<file path="config.mk">
export PLATFORM = sky130hd
export DESIGN_NAME = decode_packet
export DESIGN_NICKNAME = d
export VERILOG_FILES = /design/src/rtl/decode_packet.sv
export SDC_FILE = /design/constraint.sdc
export NUM_CORES = 2
export LEC_CHECK = 0
export CORE_AREA = 2 2 432 434
export DETAILED_ROUTE_END_ITERATION = 12
export DIE_AREA = 0 0 434 436
export PLACE_DENSITY = 0.44
export SLEW_MARGIN = 20
export SYNTH_ARGS = -nofsm -noshare
export SYNTH_HDL_FRONTEND = slang
export SYNTH_SLANG_ARGS = --single-unit
</file>
<file path="constraint.sdc">
create_clock -name clk -period 3.8 [get_ports clk]
set_input_delay 0.76 -clock clk [delete_from_list [all_inputs] [get_ports clk]]
set_output_delay 0.76 -clock clk [all_outputs]
set_load 0.02 [all_outputs]
</file>
<file path="src/rtl/decode_packet.sv">
// Reassembles 19 Aurora flits into one 1034-bit DFX word.
// Checks seq/src/TTL and hands the packet out over valid/ready.
module decode_packet #(
  parameter int DATA_WIDTH        = 1024,
  parameter int ADDR_WIDTH        = 10,
  parameter int DATA_DFX_WIDTH    = DATA_WIDTH + ADDR_WIDTH,
  parameter int NUMBER_PACKET     = 19,
  parameter int AURORA_DATA_WIDTH = 64,
  parameter int FLIT_PAYLOAD      = 55
) (
  input  logic                         clk,
  input  logic                         rst_n,
  input  logic                         flit_valid_i,
  output logic                         flit_ready_o,
  input  logic [AURORA_DATA_WIDTH-1:0] flit_data_i,
  output logic                         decode_valid_o,
  input  logic                         decode_ready_i,
  output logic [DATA_WIDTH-1:0]        decode_data_o,
  output logic [ADDR_WIDTH-1:0]        decode_dst_addr_o,
  output logic [1:0]                   decode_src_o,
  output logic [1:0]                   decode_ttl_o,
  output logic                         err_seq_o,
  output logic                         err_ttl_o,
  output logic [15:0]                  pkt_count_o
);

  localparam int LAST_BASE = (NUMBER_PACKET - 1) * FLIT_PAYLOAD;
  localparam int LAST_W    = DATA_DFX_WIDTH - LAST_BASE;
  localparam logic [4:0] LAST_SEQ = 5'(NUMBER_PACKET - 1);

  typedef enum logic [1:0] {
    IDLE,
    COLLECT,
    OUTPUT
  } state_t;

  state_t                    state;
  logic [DATA_DFX_WIDTH-1:0] dfx;
  logic [4:0]                exp_seq;
  logic [1:0]                src_q;
  logic [1:0]                ttl_q;

  logic [FLIT_PAYLOAD-1:0] f_pay;
  logic [1:0]              f_ttl;
  logic [4:0]              f_seq;
  logic [1:0]              f_src;
  logic                    take;
  logic                    match;
  logic [10:0]             base;

  assign f_pay = flit_data_i[AURORA_DATA_WIDTH-1 -: FLIT_PAYLOAD];
  assign f_ttl = flit_data_i[8:7];
  assign f_seq = flit_data_i[6:2];
  assign f_src = flit_data_i[1:0];

  assign flit_ready_o = (state != OUTPUT);
  assign take  = flit_valid_i && flit_ready_o;
  assign match = (f_seq == exp_seq) && (f_src == src_q);
  assign base  = 11'(exp_seq) * 11'(FLIT_PAYLOAD);

  // The buffer is only written outside OUTPUT, so it doubles as
  // the held output register while the controller stalls.
  assign decode_data_o     = dfx[DATA_DFX_WIDTH-1:ADDR_WIDTH];
  assign decode_dst_addr_o = dfx[ADDR_WIDTH-1:0];
  assign decode_src_o      = src_q;
  assign decode_ttl_o      = ttl_q;

  always_ff @(posedge clk or negedge rst_n) begin
    if (!rst_n) begin
      state          <= IDLE;
      dfx            <= '0;
      exp_seq        <= '0;
      src_q          <= '0;
      ttl_q          <= '0;
      decode_valid_o <= 1'b0;
      err_seq_o      <= 1'b0;
      err_ttl_o      <= 1'b0;
      pkt_count_o    <= '0;
    end else begin
      err_seq_o <= 1'b0;
      err_ttl_o <= 1'b0;
      unique case (state)
        IDLE: begin
          if (take) begin
            if (f_seq == 5'd0) begin
              dfx[0 +: FLIT_PAYLOAD] <= f_pay;
              src_q   <= f_src;
              ttl_q   <= f_ttl;
              exp_seq <= 5'd1;
              state   <= COLLECT;
            end else begin
              err_seq_o <= 1'b1;
            end
          end
        end
        COLLECT: begin
          if (take) begin
            if (match) begin
              if (exp_seq == LAST_SEQ) begin
                dfx[DATA_DFX_WIDTH-1 -: LAST_W] <= flit_data_i[9 +: LAST_W];
                exp_seq <= 5'd0;
                if (ttl_q != 2'd0) begin
                  decode_valid_o <= 1'b1;
                  state          <= OUTPUT;
                end else begin
                  err_ttl_o <= 1'b1;
                  state     <= IDLE;
                end
              end else begin
                dfx[base +: FLIT_PAYLOAD] <= f_pay;
                exp_seq <= exp_seq + 5'd1;
              end
            end else begin
              err_seq_o <= 1'b1;
              // A stray seq 0 is treated as the start of a fresh packet.
              if (f_seq == 5'd0) begin
                dfx[0 +: FLIT_PAYLOAD] <= f_pay;
                src_q   <= f_src;
                ttl_q   <= f_ttl;
                exp_seq <= 5'd1;
              end else begin
                exp_seq <= 5'd0;
                state   <= IDLE;
              end
            end
          end
        end
        OUTPUT: begin
          if (decode_ready_i) begin
            decode_valid_o <= 1'b0;
            pkt_count_o    <= pkt_count_o + 16'd1;
            state          <= IDLE;
          end
        end
        default: state <= IDLE;
      endcase
    end
  end

endmodule

</file>
# == Word level (Yosys, flattened, before mapping) ==
# Index checks and enable logic that the tools add are counted.
# word_totals
word_cells,100
regBits,1064
input_bits,68
# classes
n_eq_ne,17
n_mux,50
addsub,3
shifts,2
multipliers,1
bitwise_logic,1
n_reduce_logical,15
# ops
op,n
1034-bit bitwise mux,1
55-bit by 13-bit variable shift with 1034-bit output (first input constant),1
55-bit by 13-bit indexed part select with 1034-bit output,1
55-bit two-way mux,5
55-bit case mux with 2 select lines,1
44-bit two-way mux,1
2-bit two-way mux,16
5-bit two-way mux,5
2-bit inequality test (second input constant),9
16-bit by 1-bit adder with 16-bit output (second input constant),1
4-bit AND reduction,4
1-bit two-way mux,15
11-bit negator with 13-bit output,1
6-bit AND reduction,2
5-bit by 6-bit multiplier with 11-bit output (second input constant),1
5-bit case mux with 2 select lines,1
3-bit inequality test (second input constant),3
2-bit case mux with 2 select lines,2
2-bit case mux with 3 select lines,1
2-bit nonzero test,3
5-bit by 1-bit adder with 5-bit output (second input constant),1
5-bit == test,1
5-bit == test (second input constant),1
5-bit zero test,1
9 further kinds,11

# == Longest topological paths before layout ==
# logic_depth
word_depth,8
ltp_mapped,11

# == Worst setup path after synthesis ==
# No wires, ideal clock.
# synth_path
path_type,register -> register
startpoint,register exp_seq[1]
endpoint,register dfx[375]
arrival_ns,2.614
path_stages_with_launch,10
setup_ns,0.125
setup_slack_ns,1.061
cell_sequence,dfrtp_1 -> buf_2 -> inv_1 -> ha_1 -> inv_1 -> nor3_1 -> nand4_1 -> nor2_2 -> buf_4 -> mux2_2
# synth_between
elab_chain_cells,4
# synth_rtl
element,line_no,source
from (decl),39,logic [4:0] exp_seq;
from (signal assigned),111,exp_seq <= exp_seq + 5'd1;
5-bit by 6-bit multiplier with 11-bit output,59,assign base = 11'(exp_seq) * 11'(FLIT_PAYLOAD);
11-bit negator with 13-bit output,110,dfx[base +: FLIT_PAYLOAD] <= f_pay;
55-bit by 13-bit indexed part select with 1034-bit output or 55-bit by 13-bit variable shift with 1034-bit output (tied branches),110,
1034-bit bitwise mux,110,
"to (signal, indexed assignment)",86,dfx[0 +: FLIT_PAYLOAD] <= f_pay;
"to (signal, indexed assignment)",110,
"to (signal, indexed assignment)",117,dfx[0 +: FLIT_PAYLOAD] <= f_pay;
to (decl),38,logic [DATA_DFX_WIDTH-1:0] dfx;
# Several ways; a longest one is shown, not always the timed one.
# A chain may end at the register's enable or synchronous reset.

# == Worst setup path after layout ==
# layout_path
startpoint,register exp_seq[0]
endpoint,register dfx[797]
# The elaborated chain is that of the path after synthesis.

==> flow_metrics.env <==
export IMPL_status="completed"
export IMPL_required_ps=4470
export IMPL_async_flop_share=1.00
export IMPL_grt_antenna_before_repair=19
export IMPL_ys_top_cells_by_count="dfrtp_1, o21ai_0, mux2_2"
export IMPL_timing_rr_end="dfx[797]$_DFFE_PN0P_"
export IMPL_path_class="reg -> reg"
export IMPL_overflow=0
export IMPL_drc_errors=0
export IMPL_io_pins=1126
export IMPL_postSynthNetCount=3309
export IMPL_yosys_area_share_adder=0.00183
export IMPL_place_area_um2=55600
export IMPL_dp_hpwl_um=146000
export IMPL_vdd_drop_max_uv=292
export IMPL_clkLatencyLatePin_ps=800
export IMPL_die_w_um=434
export IMPL_grtUsageTotal=0.214
export IMPL_cp_common_cell="inv_1"
export IMPL_final_core_util=0.325
export IMPL_syn_area_um2=40900
export IMPL_setup_viol_count_final=0
export IMPL_wl_um=206000
export IMPL_via_count=31552
export IMPL_rsz0062_at_grt="no"
export IMPL_period_minus_slack_ps=3450
export IMPL_num_rows=158
export IMPL_cp_arrival_ps=4120
export IMPL_drtIter0Drc=2203
export IMPL_fin_crit_sh=0.908
export IMPL_clk_path_buf_depth=3
export IMPL_fin_tns_setup_ps=0
export IMPL_worst_pin_slew_ps=1160
export IMPL_total_power_w=0.0257
export IMPL_muxShareOfSynthArea=0.155
export IMPL_core_area_um2=185000
export IMPL_place_gp_congestion=0.805
export IMPL_die_h_um=436
export IMPL_layout_setup_ws_ps=348
export IMPL_initial_utilization=0.222
export IMPL_ys_flop_type="dfrtp_1"
export IMPL_finalHoldViolCount=0
export IMPL_ant_nets=0
export IMPL_cp_cell_sequence="inv_1 -> ha_1 -> inv_1 -> nor3_1 -> nand4_1 -> nor2_4 -> buf_12 -> mux2_2"
export IMPL_synth_compound_area_share=0.0927
export IMPL_post_place_ws_ps=177
export IMPL_yosysSeqAreaShare=0.651
export IMPL_cpLargestDelayFamily="simple AND/OR/NAND/NOR gates"
export IMPL_grt_pass1_vias=31804
export IMPL_cts_setup_buffers=0
export IMPL_power_per_cell_area_nw_per_um2=429
export IMPL_path_depth=8
export IMPL_yosys_top_cells_area="dfrtp_1, mux2_2, o21ai_0, nand2_1, clkbuf_1"
export IMPL_cts_tree="done"
export IMPL_grt_first_pass_wirelength_um=281000
export IMPL_finClkSkew_ps=25.6
export IMPL_vias_per_cell=4.54
export IMPL_hold_start="flit_data_i[9]"
export IMPL_root_buffer="clkbuf_16"
export IMPL_critPathCaptureType="flop"
export IMPL_cp_slowest_cell="nor3_1"
export IMPL_min_path_type="in -> reg"
export IMPL_cap_viol_max_count=0
export IMPL_synth_warnings=0
export IMPL_max_freq_ghz=0.290
export IMPL_area_growth_pct=46.4
export IMPL_clock_sinks=1064
export IMPL_ys_types=59
export IMPL_nNetsFinal=4442
export IMPL_slew_headroom=0.226
export IMPL_p_leak_nw=26.4
export IMPL_synth_edf_count=0
export IMPL_routedWlPerCell_um=29.7
export IMPL_synthSimpleGateAreaFrac=0.0631
export IMPL_synth_top_family_by_area="multiplexers"
export IMPL_grt_max_degree=111
export IMPL_tritoncts_num_buffers=132
export IMPL_clkSlewWorstSetupHoldPaths_ps=50
export IMPL_rr_worst_depth=8
export IMPL_slew_viol_final=0
export IMPL_drive_gt1_frac=0.201
export IMPL_synth_avg_cell_area_um2=12.6
export IMPL_netlist_instances=3235
export IMPL_min_path_cells=3
export IMPL_port_buffers=1125
export IMPL_reg2reg_from="exp_seq[0]$_DFFE_PN0P_"
export IMPL_min_to="dfx[715]$_DFFE_PN0P_"
export IMPL_htree_levels=4
export IMPL_crit_path_start_kind="flop"
export IMPL_yosysTopAreaCell="dfrtp_1"
export IMPL_cp_max_fo=34
export IMPL_synth_top_area_share=0.651
export IMPL_drtPass1Iterations=5
export IMPL_synth_most_common_cell="dfrtp_1"
export IMPL_synth_seq_cells=1064
export IMPL_cp_num_buf_inv=3
export IMPL_fin_area_um2=59900
export IMPL_dieArea_um2=189000
export IMPL_r2r_slack_ps=350
export IMPL_yosys_area_share_xor_xnor=0.00514
export IMPL_slowest_delay_ps=520
## worst max-delay path by stage
stage	to	start	slack, ps
after floorplan	dfx[375]$_DFFE_PN0P_	exp_seq[1]$_DFFE_PN0P_	1060
after global placement	dfx[797]$_DFFE_PN0P_	flit_data_i[2]	180
after detailed placement	dfx[803]$_DFFE_PN0P_	flit_data_i[2]	180
after CTS	dfx[371]$_DFFE_PN0P_	exp_seq[0]$_DFFE_PN0P_	280
after global routing	dfx[797]$_DFFE_PN0P_	exp_seq[0]$_DFFE_PN0P_	140
final	dfx[797]$_DFFE_PN0P_	exp_seq[0]$_DFFE_PN0P_	350
## routing by layer
| metal | vias to the layer above | share of wire | track usage |
|---|---|---|---|
| met4 | 6 | 0.041 | 0.0871 |
| met3 | 295 | 0.068 | 0.0560 |
| li1 | 13496 | - | - |
| met2 | 1160 | 0.50 | 0.363 |
| met1 | 16595 | 0.39 | 0.257 |
| met5 | - | 0.00016 | 0 |
## logic make-up (layout without fill, tap and decap cells)
kind of cell,count (synthesis),count (layout)
XOR/XNOR,24,24
AND/OR/NAND/NOR,577,577
adder cells (fa/ha/maj),6,6
multiplexers,546,546
buffers and inverters,277,1503
AO/OA/AOI/OAI,741,741
other,0,10
flip-flops,1064,1064
## layout by cell type (no fill, tap or decap), drive strengths merged, types with 3 or more instances in the layout
cell type / n
nand3b: 3
or4: 4
ha: 6
xnor2: 14
dfrtp: 1064
mux2: 544
nor4b: 3
buf: 148
clkinv: 21
nand3: 84
o31ai: 3
nor4: 5
nor2: 21
nand2b: 4
clkbuf: 196
and3b: 3
clkdlybuf4s50: 1121
nand4: 18
nand2: 407
and3: 6
diode: 10
xor2: 10
inv: 13
o21ai: 721
nor2b: 3
and4: 4
nor3: 5
## registers in the layout, indices dropped and copies added, names as in the netlist
name,flops
dfx,1034
pkt_count_o,16
exp_seq,5
decode_src_o,2
decode_ttl_o,2
state,2
decode_valid_o,1
err_seq_o,1
err_ttl_o,1
## metrics by stage
stage / cells / hold WS [ps]
3_5_place_dp: 6713 / 461
6_report: 6951 / 405
3_3_place_gp: 6713 / 457
4_1_cts: 6941 / 314
2_1_floorplan: 3235 / 464
5_1_grt: 6942 / 350
## worst register-to-register path: cells and delay by family, from the launching register on
kind          cells  cell delay (ps)
fa+ha+maj         1              490
mux               1              550
simple gates      3             1140
buf+inv           3              660
flops             1              510
## final cells by class
class / count / area [µm²]
inverter: 6 / 22.5
tap: 2480 / 3100
clock inverter: 31 / 378
sequential: 1064 / 26600
fill: 18886 / 125000
antenna: 10 / 25.0
multi-input combinational: 1894 / 13100
clock buffer: 196 / 3870
timing repair buffer: 1270 / 12800
## power breakdown
part / internal [W] / total, W / switching (W)
combinational: 0.000518 / 0.00161 / 0.00109
clock: 0.00722 / 0.0125 / 0.00531
sequential: 0.0115 / 0.0116 / 0.0000859
total: 0.0192 / 0.0257 / 0.00649
## what timing repair did
action | in CTS | in global routing
resized for setup | 0 | 0
hold endpoints to repair | 6 | 0
hold buffers | 1 | 0
Note: power is estimated with default switching activity, not from simulation.
